File: src/rtl/sonar_ranging_scheduler.sv
// Round-robin HC-SR04 ranging scheduler: trigger, echo timing and inter-shot quiet gap.
// Optional SONAR_ECHO_FILT_EN adds a 4-sample glitch filter after the echo synchroniser.
module sonar_ranging_scheduler #(
  parameter int N_SENS      = 4,
  parameter int TRIG_CYC    = 1000,
  parameter int ECHO_TO_CYC = 3800000,
  parameter int GAP_CYC     = 6000000,
  parameter int CNT_W       = 23,
  localparam int ID_W       = (N_SENS > 1) ? $clog2(N_SENS) : 1
) (
  input  logic              clk,
  input  logic              rst,
  input  logic              enable,
  input  logic [N_SENS-1:0] sens_mask,
  input  logic [N_SENS-1:0] echo,
  output logic [N_SENS-1:0] trig,
  output logic              meas_valid,
  output logic [ID_W-1:0]   meas_id,
  output logic [CNT_W-1:0]  meas_cycles,
  output logic              meas_timeout,
  output logic              busy
);

  typedef enum logic [2:0] {IDLE, TRIG, WAIT_RISE, MEASURE, GAP} state_t;

  localparam logic [CNT_W-1:0] TRIG_LAST = CNT_W'(TRIG_CYC - 1);
  localparam logic [CNT_W-1:0] ECHO_LAST = CNT_W'(ECHO_TO_CYC - 1);
  localparam logic [CNT_W-1:0] ECHO_TO   = CNT_W'(ECHO_TO_CYC);
  localparam logic [CNT_W-1:0] GAP_LAST  = CNT_W'(GAP_CYC - 1);

  state_t              state_q;
  logic [ID_W-1:0]     cur_q, last_q, id_q;
  logic [CNT_W-1:0]    cnt_q, cycles_q;
  logic [N_SENS-1:0]   trig_q;
  logic                valid_q, timeout_q;
  logic [N_SENS-1:0]   echo_m_q, echo_s_q, echo_prv_q, echo_lvl;
  logic [ID_W-1:0]     sel_d;
  logic                go_d, echo_cur, echo_prv_cur;

  // First set mask bit strictly after 'from', wrapping; a lone bit selects itself again.
  function automatic logic [ID_W-1:0] pickNext(input logic [N_SENS-1:0] mask,
                                               input logic [ID_W-1:0] from);
    pickNext = from;
    for (int k = N_SENS; k >= 1; k--)
      for (int j = 0; j < N_SENS; j++)
        if (mask[j] && j == (int'(from) + k) % N_SENS) pickNext = ID_W'(j);
  endfunction

  always_ff @(posedge clk or posedge rst) begin
    if (rst) begin
      echo_m_q   <= '0;
      echo_s_q   <= '0;
      echo_prv_q <= '0;
    end else begin
      echo_m_q   <= echo;
      echo_s_q   <= echo_m_q;
      echo_prv_q <= echo_lvl;
    end
  end

`ifdef SONAR_ECHO_FILT_EN
  logic [N_SENS-1:0] h1_q, h2_q, h3_q, filt_q;

  // Output flips only once the current and three previous samples all agree.
  always_ff @(posedge clk or posedge rst) begin
    if (rst) begin
      h1_q   <= '0;
      h2_q   <= '0;
      h3_q   <= '0;
      filt_q <= '0;
    end else begin
      h1_q   <= echo_s_q;
      h2_q   <= h1_q;
      h3_q   <= h2_q;
      filt_q <= (filt_q | (echo_s_q & h1_q & h2_q & h3_q)) & (echo_s_q | h1_q | h2_q | h3_q);
    end
  end

  assign echo_lvl = filt_q;
`else
  assign echo_lvl = echo_s_q;
`endif

  assign sel_d        = pickNext(sens_mask, last_q);
  assign go_d         = enable && (sens_mask != '0);
  assign echo_cur     = echo_lvl[cur_q];
  assign echo_prv_cur = echo_prv_q[cur_q];

  always_ff @(posedge clk or posedge rst) begin
    if (rst) begin
      state_q   <= IDLE;
      cur_q     <= '0;
      last_q    <= ID_W'(N_SENS - 1);
      cnt_q     <= '0;
      trig_q    <= '0;
      valid_q   <= 1'b0;
      id_q      <= '0;
      cycles_q  <= '0;
      timeout_q <= 1'b0;
    end else begin
      valid_q <= 1'b0;
      case (state_q)
        IDLE: begin
          if (go_d) begin
            cur_q   <= sel_d;
            trig_q  <= N_SENS'(1) << sel_d;
            cnt_q   <= '0;
            state_q <= TRIG;
          end
        end
        TRIG: begin
          if (cnt_q == TRIG_LAST) begin
            trig_q  <= '0;
            cnt_q   <= '0;
            state_q <= WAIT_RISE;
          end else cnt_q <= cnt_q + 1'b1;
        end
        WAIT_RISE: begin
          // The rise cycle is itself the first high cycle, hence the count starts at 1.
          if (echo_cur && !echo_prv_cur) begin
            cnt_q   <= CNT_W'(1);
            state_q <= MEASURE;
          end else if (cnt_q == ECHO_LAST) begin
            valid_q   <= 1'b1;
            id_q      <= cur_q;
            last_q    <= cur_q;
            cycles_q  <= ECHO_TO;
            timeout_q <= 1'b1;
            cnt_q     <= '0;
            state_q   <= GAP;
          end else cnt_q <= cnt_q + 1'b1;
        end
        MEASURE: begin
          if (!echo_cur) begin
            valid_q   <= 1'b1;
            id_q      <= cur_q;
            last_q    <= cur_q;
            cycles_q  <= cnt_q;
            timeout_q <= 1'b0;
            cnt_q     <= '0;
            state_q   <= GAP;
          end else if (cnt_q == ECHO_LAST) begin
            valid_q   <= 1'b1;
            id_q      <= cur_q;
            last_q    <= cur_q;
            cycles_q  <= ECHO_TO;
            timeout_q <= 1'b1;
            cnt_q     <= '0;
            state_q   <= GAP;
          end else cnt_q <= cnt_q + 1'b1;
        end
        GAP: begin
          if (cnt_q == GAP_LAST) begin
            cnt_q <= '0;
            if (go_d) begin
              cur_q   <= sel_d;
              trig_q  <= N_SENS'(1) << sel_d;
              state_q <= TRIG;
            end else state_q <= IDLE;
          end else cnt_q <= cnt_q + 1'b1;
        end
        default: state_q <= IDLE;
      endcase
    end
  end

  assign trig         = trig_q;
  assign meas_valid   = valid_q;
  assign meas_id      = id_q;
  assign meas_cycles  = cycles_q;
  assign meas_timeout = timeout_q;
  assign busy         = (state_q != IDLE);

endmodule
File: config.mk
export PLATFORM = sky130hd
export DESIGN_NAME = sonar_ranging_scheduler
export DESIGN_NICKNAME = d
export VERILOG_FILES = /design/src/rtl/sonar_ranging_scheduler.sv
export SDC_FILE = /design/constraint.sdc
export NUM_CORES = 1
export LEC_CHECK = 0
export ABC_AREA = 1
export BUFFER_PORTS_ARGS = -buffer_cell sky130_fd_sc_hd__buf_2
export CAP_MARGIN = 0
export CELL_PAD_IN_SITES_DETAIL_PLACEMENT = 0
export CELL_PAD_IN_SITES_GLOBAL_PLACEMENT = 2
export CORE_MARGIN = 1
export CORE_UTILIZATION = 34
export DETAILED_ROUTE_END_ITERATION = 8
export GPL_TIMING_DRIVEN = 0
export PLACE_DENSITY_LB_ADDON = 0.1
export SLEW_MARGIN = 20
export SYNTH_ARGS = -nofsm -noshare
export SYNTH_HDL_FRONTEND = slang
export SYNTH_SLANG_ARGS = --single-unit
File: constraint.sdc
create_clock -name clk -period 2.8 [get_ports clk]
set_input_delay 0.42 -clock clk [delete_from_list [all_inputs] [get_ports clk]]
set_output_delay 0.42 -clock clk [all_outputs]
set_load 0.05 [all_outputs]
# ---- Word-level counts from Yosys, hierarchy flattened
# Index checks and enable logic that the tools add are counted.
dict set report word_totals {
  reg_bits 73
  input_bits 11
  output_inout_bits 32
  word_cells 147
}
dict set report classes {
  n_addsub 5
  n_lt_le_gt_ge 1
  n_eq_ne 23
  n_shift 1
  n_mux 62
  bitwise 4
  n_reduce_logical 39
}
# cell n
set op_table {}
lappend op_table {{two-way mux 23 bit} 9}
lappend op_table {{logical NOT 32 bit} 4}
lappend op_table {{case mux 23 bit (5 select lines)} 1}
lappend op_table {{two-way mux 2 bit} 24}
lappend op_table {{case mux 23 bit (2 select lines)} 1}
lappend op_table {{equality test 3 bit, first input constant} 8}
lappend op_table {{adder 23 x 1 -> 23 bit, second input constant} 1}
lappend op_table {{equality test 23 x 10 -> 1 bit, second input constant} 1}
lappend op_table {{equality test 23 x 22 -> 1 bit, second input constant} 1}
lappend op_table {{equality test 23 bit, second input constant} 1}
lappend op_table {{logical AND 1 bit} 18}
lappend op_table {{two-way mux 3 bit} 6}
lappend op_table {{case mux 3 bit (5 select lines)} 1}
lappend op_table {{equality test 2 x 3 -> 1 bit, first input constant} 4}
lappend op_table {{two-way mux 4 bit} 3}
lappend op_table {{case mux 2 bit (2 select lines)} 3}
lappend op_table {{case mux 4 bit (3 select lines)} 1}
lappend op_table {{two-way mux 1 bit} 9}
lappend op_table {{!= test 2 bit, second input constant} 4}
lappend op_table {{OR reduction 2 bit} 4}
lappend op_table {{equality test 3 x 2 -> 1 bit, second input constant} 2}
lappend op_table {{AND reduction 2 bit} 3}
lappend op_table {{AND reduction 3 bit} 2}
lappend op_table {{nonzero test 3 bit} 2}
lappend op_table {{14 further kinds} 22}

# ---- Logic depth before layout (Yosys ltp)
dict set report logic_depth {
  depth_word 25
  ltp_mapped 16
}

# ---- Worst setup path before layout
# No wires, ideal clock.
dict set report synth_path {
  kind {reg-to-reg}
  startpoint {register state_q[2]}
  endpoint {register cnt_q[20]}
  setup_ns 0.119
  arrival_ns 1.637
  required_ns 2.681
  path_slack_ns 1.044
  path_stages_with_launch 11
  n_path_buf 1
  period_less_slack_ns 1.756
  path_cell_list {dfrtp_1 inv_1 nand2_1 nand2_1 nand2_1 buf_4 nand3_2 nor4_4 nand3_1 nand2_1 nor2_1}
}
dict set report synth_via {
  elab_chain_cells 3
  elab_cells_between_ends 9
  classes_between {eq/ne (5); mux (1); reduce/logical (3)}
}
# item line_no
set synth_rtl {}
lappend synth_rtl {{from (decl)} 31} ;# state_t state_q;
lappend synth_rtl {{from (signal assigned)} 91} ;# state_q <= IDLE;
lappend synth_rtl {{from (signal assigned)} 108} ;# state_q <= TRIG;
lappend synth_rtl {{from (signal assigned)} 115} ;# state_q <= WAIT_RISE;
lappend synth_rtl {{equality test 3 bit, or another cell as far along} 102} ;# case (state_q)
lappend synth_rtl {{nonzero test 5 bit (no source line) or != test 2 bit (tied branches)} -}
lappend synth_rtl {{AND reduction 2 bit (no source line)} -}
lappend synth_rtl {{to (signal assigned)} 116} ;# end else cnt_q <= cnt_q + 1'b1;
lappend synth_rtl {{to (signal assigned)} 131} ;# end else cnt_q <= cnt_q + 1'b1;
lappend synth_rtl {{to (signal assigned)} 150} ;# end else cnt_q <= cnt_q + 1'b1;
lappend synth_rtl {{to (decl)} 33} ;# logic [CNT_W-1:0] cnt_q, cycles_q;
# Several ways; a longest one is shown, not always the timed one.
# A chain may end at the register's enable or synchronous reset.

# ---- Worst setup path after layout
dict set report layout_path {
  startpoint {register cnt_q[1]}
  endpoint {register cnt_q[15]}
}
dict set report layout_via {
  elab_chain_cells 4
  elab_cells_between_ends 10
  classes_between {add/sub (1); eq/ne (3); mux (6)}
}
# item line_no
set layout_rtl {}
lappend layout_rtl {{adder 23 x 1 -> 23 bit or equality test 23 x 22 -> 1 bit (tied branches)} -}
lappend layout_rtl {{two-way mux 23 bit} {123, 142}}
lappend layout_rtl {{two-way mux 23 bit (on tied branches)} {134, 120}}
lappend layout_rtl {{case mux 23 bit (5 select lines) *} 102}
# Mark *: on every way between the ends. The rest lies on a longest branch, timed or not.

==> flow_summary.json <==
{
  "cts_tree": "done",
  "synth.cell_area_sq_um": 3720,
  "worst_pin_slew_ns": 0.585,
  "skew_ns": 0.0107,
  "cp_cell_sequence": "ha_1 -> nand2_1 -> inv_2 -> nand2_2 -> nor4_1 -> nand3_1 -> nand2_2 -> nand2_2 -> clkinv_2 -> nand3_4 -> buf_6 -> nand3_1 -> inv_1",
  "initial_utilization_pct": 35.5,
  "slowest_delay_ns": 0.39,
  "rr_worst_depth": 13,
  "avgRoutedWirePerCell_um": 14.1,
  "synth_edf_count": 0,
  "dieArea_sq_um": 11400,
  "finalPower_mw": 1.98,
  "post_cts_resized": 0,
  "clkSlewWorstSetupHoldPaths_ns": 0.09,
  "port_buffers": 42,
  "drv_cap": 0,
  "hold_buffers": 0,
  "yosysTopAreaCell": "dfrtp_1",
  "antenna_found_initial": 0,
  "fin_crit_sh_pct": 74.2,
  "postSynthAreaPerCell_sq_um": 7.99,
  "syn_inst": 465,
  "critPathRequiredTime_ns": 3.06,
  "synth_warnings": 0,
  "fp.dieH_um": 107,
  "synth_ff_type": "dfrtp_1",
  "synth-seq-cells": 73,
  "finalCriticalPeriod_ns": 2.08,
  "slew-limit-headroom_pct": 61.0,
  "first_pass_iters": 4,
  "synth_top_cell_area_share_pct": 47.8,
  "drt-initial-drc-count": 154,
  "p_leak_nw": 2.39,
  "ctsLongestPathBuffers": 2,
  "r2r_start": "cnt_q[1]$_DFFE_PP0P_",
  "diodes": 0,
  "avgViaCountPerCell": 4.77,
  "first_global_vias": 3101,
  "h-tree-depth": 3,
  "hold_slack_ns": 0.0468,
  "drive_above_1_share_pct": 20.0,
  "hpwlAfterDp_mm": 6.98,
  "vias": 3149,
  "gp_congestion": 0.794,
  "num-fill-cells": 1123,
  "post_cts_buffers": 0,
  "critPathLaunchType": "flip-flop",
  "ys_seq_area_share_pct": 49.2,
  "core_area_sq_um": 10500,
  "crit_path_max_fanout": 10,
  "crit_top_cell": "nand2_2",
  "placed_cell_area_sq_um": 4130,
  "crit_arrival_ns": 2.34,
  "power_density_nw_per_um2": 457,
  "track_usage_pct": 18.2,
  "ir_drop_v": 0.000271,
  "grt_max_degree": 46,
  "syn_to_final_growth_pct": 16.5,
  "syn_nets": 477,
  "cpMaxStageDelayCell": "dfrtp_1",
  "ys_types": 37,
  "startpoint": "cnt_q[1]$_DFFE_PP0P_",
  "dieWidth_um": 107,
  "hold_violations": 0,
  "place_ws_ns": 0.737,
  "rsz0062_at_grt": "false",
  "grt-ovfl-total": 0,
  "crit_type": "flip-flop to flip-flop",
  "nets": 531,
  "endpoint_kind": "flip-flop",
  "cts_sinks": 73,
  "async_flop_share_pct": 100,
  "synthTopCellsByArea": "dfrtp_1, nand2_1, inv_1",
  "grt_pass1_wl_mm": 15.9,
  "cts_made_buffers": 9,
  "hp-class": "primary input to asynchronous set/reset pin",
  "drc_errors": 0,
  "max_freq_mhz": 481,
  "row_count": 37,
  "cts-root-buf": "clkbuf_8",
  "ant_nets": 0,
  "clock_latency_ns": 0.36,
  "io_pins": 43,
  "setup_viol": 0,
  "status": "completed",
  "stdcell_area_sq_um": 4330,
  "wirelength_mm": 9.31,
  "worst_slack_ns": 0.721,
  "maxSlewViolCount": 0
}
==> critical path: cells and delay by family, from the launching register on <==
kind / cells / cell delay [ns]
AND/OR/NAND/NOR: 8 / 0.97
buffers and inverters: 4 / 0.40
flip-flops: 1 / 0.39
adder cells (fa/ha/maj): 1 / 0.21
==> synth_stat cells (all sizes together) (2+ instances only) <==
master  instances
nand3          50
nand4           6
xor2            3
nor4            6
clkbuf          3
o21ai          30
nor3            9
nand3b          4
nor2           45
dfstp           2
a21oi           7
inv            81
dfrtp          71
nand2         122
buf             7
o22ai          13
==> final timing paths <==
kind | slack (ns) | endpoint
max | 0.72 | cnt_q[15]$_DFFE_PP0P_
min | 0.05 | echo_m_q[3]$_DFF_PP0_
max reg2reg | 0.72 | cnt_q[15]$_DFFE_PP0P_
min reg2reg | 0.35 | echo_lvl[0]$_DFF_PP0_
max in group asynchronous | 2.19 | cnt_q[10]$_DFFE_PP0P_
min in group clk | 0.16 | echo_m_q[2]$_DFF_PP0_
==> report_power, final <==
part / internal [mW] / switching (mW) / total [mW]
registers: 1.06 / 0.00264 / 1.06
logic: 0.0157 / 0.0369 / 0.0526
clock network: 0.419 / 0.440 / 0.859
total: 1.50 / 0.480 / 1.98
==> through the flow <==
| step | TNS (ns) | utilization, % | std cells |
|---|---|---|---|
| final | 0 | 41.4 | 660 |
| after floorplan | 0 | - | 465 |
| after detailed placement | 0 | 39.4 | 644 |
| after global placement | -32.34 | 39.2 | 643 |
| after CTS | 0 | 41.4 | 660 |
| after global routing | 0 | 41.4 | 660 |
==> registers in the layout (all words and copies together), names as in the netlist, 3 cells and up <==
name / count
cnt_q: 23
meas_cycles: 23
echo_lvl: 4
echo_m_q: 4
echo_prv_q: 4
trig: 4
state_q: 3
==> placed cells by master, fill, tap and decap left out, types with 2 or more instances in the layout <==
master / n
nand2_1: 118
inv_1: 73
dfrtp_1: 71
buf_2: 44
nand3_1: 42
nor2_1: 36
o21ai_0: 19
o22ai_1: 13
o21ai_1: 9
clkbuf_8: 9
nor2_2: 8
inv_2: 7
a21oi_1: 7
nand3_2: 7
nand4_1: 6
nor3_1: 6
buf_6: 4
nand2_2: 4
nor4_1: 4
nand3b_1: 4
clkinv_4: 4
clkbuf_1: 3
xor2_1: 3
clkinv_2: 2
nor3_2: 2
dfstp_2: 2
==> per-layer routing <==
metal | share of wire (%) | vias to the layer above | wire length [um] | track usage [%]
met5 | 0 | - | 0 | 0
met4 | 1.8 | 0 | 169 | 6.46
met3 | 4.5 | 17 | 421 | 4.05
met2 | 44 | 60 | 4060 | 27.0
met1 | 50 | 1479 | 4660 | 25.9
li1 | - | 1593 | - | -
==> layout make-up <==
cell class / count / area, sq um / share of cell area, %
timing repair buffer: 43 / 238 / 5.49
multi-input combinational: 300 / 1500 / 34.7
clock inverter: 7 / 78.8 / 1.82
buffer: 10 / 73.8 / 1.71
sequential: 73 / 1830 / 42.3
clock buffer: 9 / 124 / 2.86
tap: 136 / 170 / 3.93
inverter: 82 / 312 / 7.20
==> cells by family after synthesis <==
| kind of cell | count (synthesis) | synth area share, % |
|---|---|---|
| simple gates | 243 | 31.2 |
| buf+inv | 92 | 10.3 |
| flops | 73 | 49.2 |
| compound gates | 53 | 8.18 |
| xor+xnor | 3 | 0.707 |
| fa+ha+maj | 1 | 0.337 |
Power figures use the tool's default switching activity.
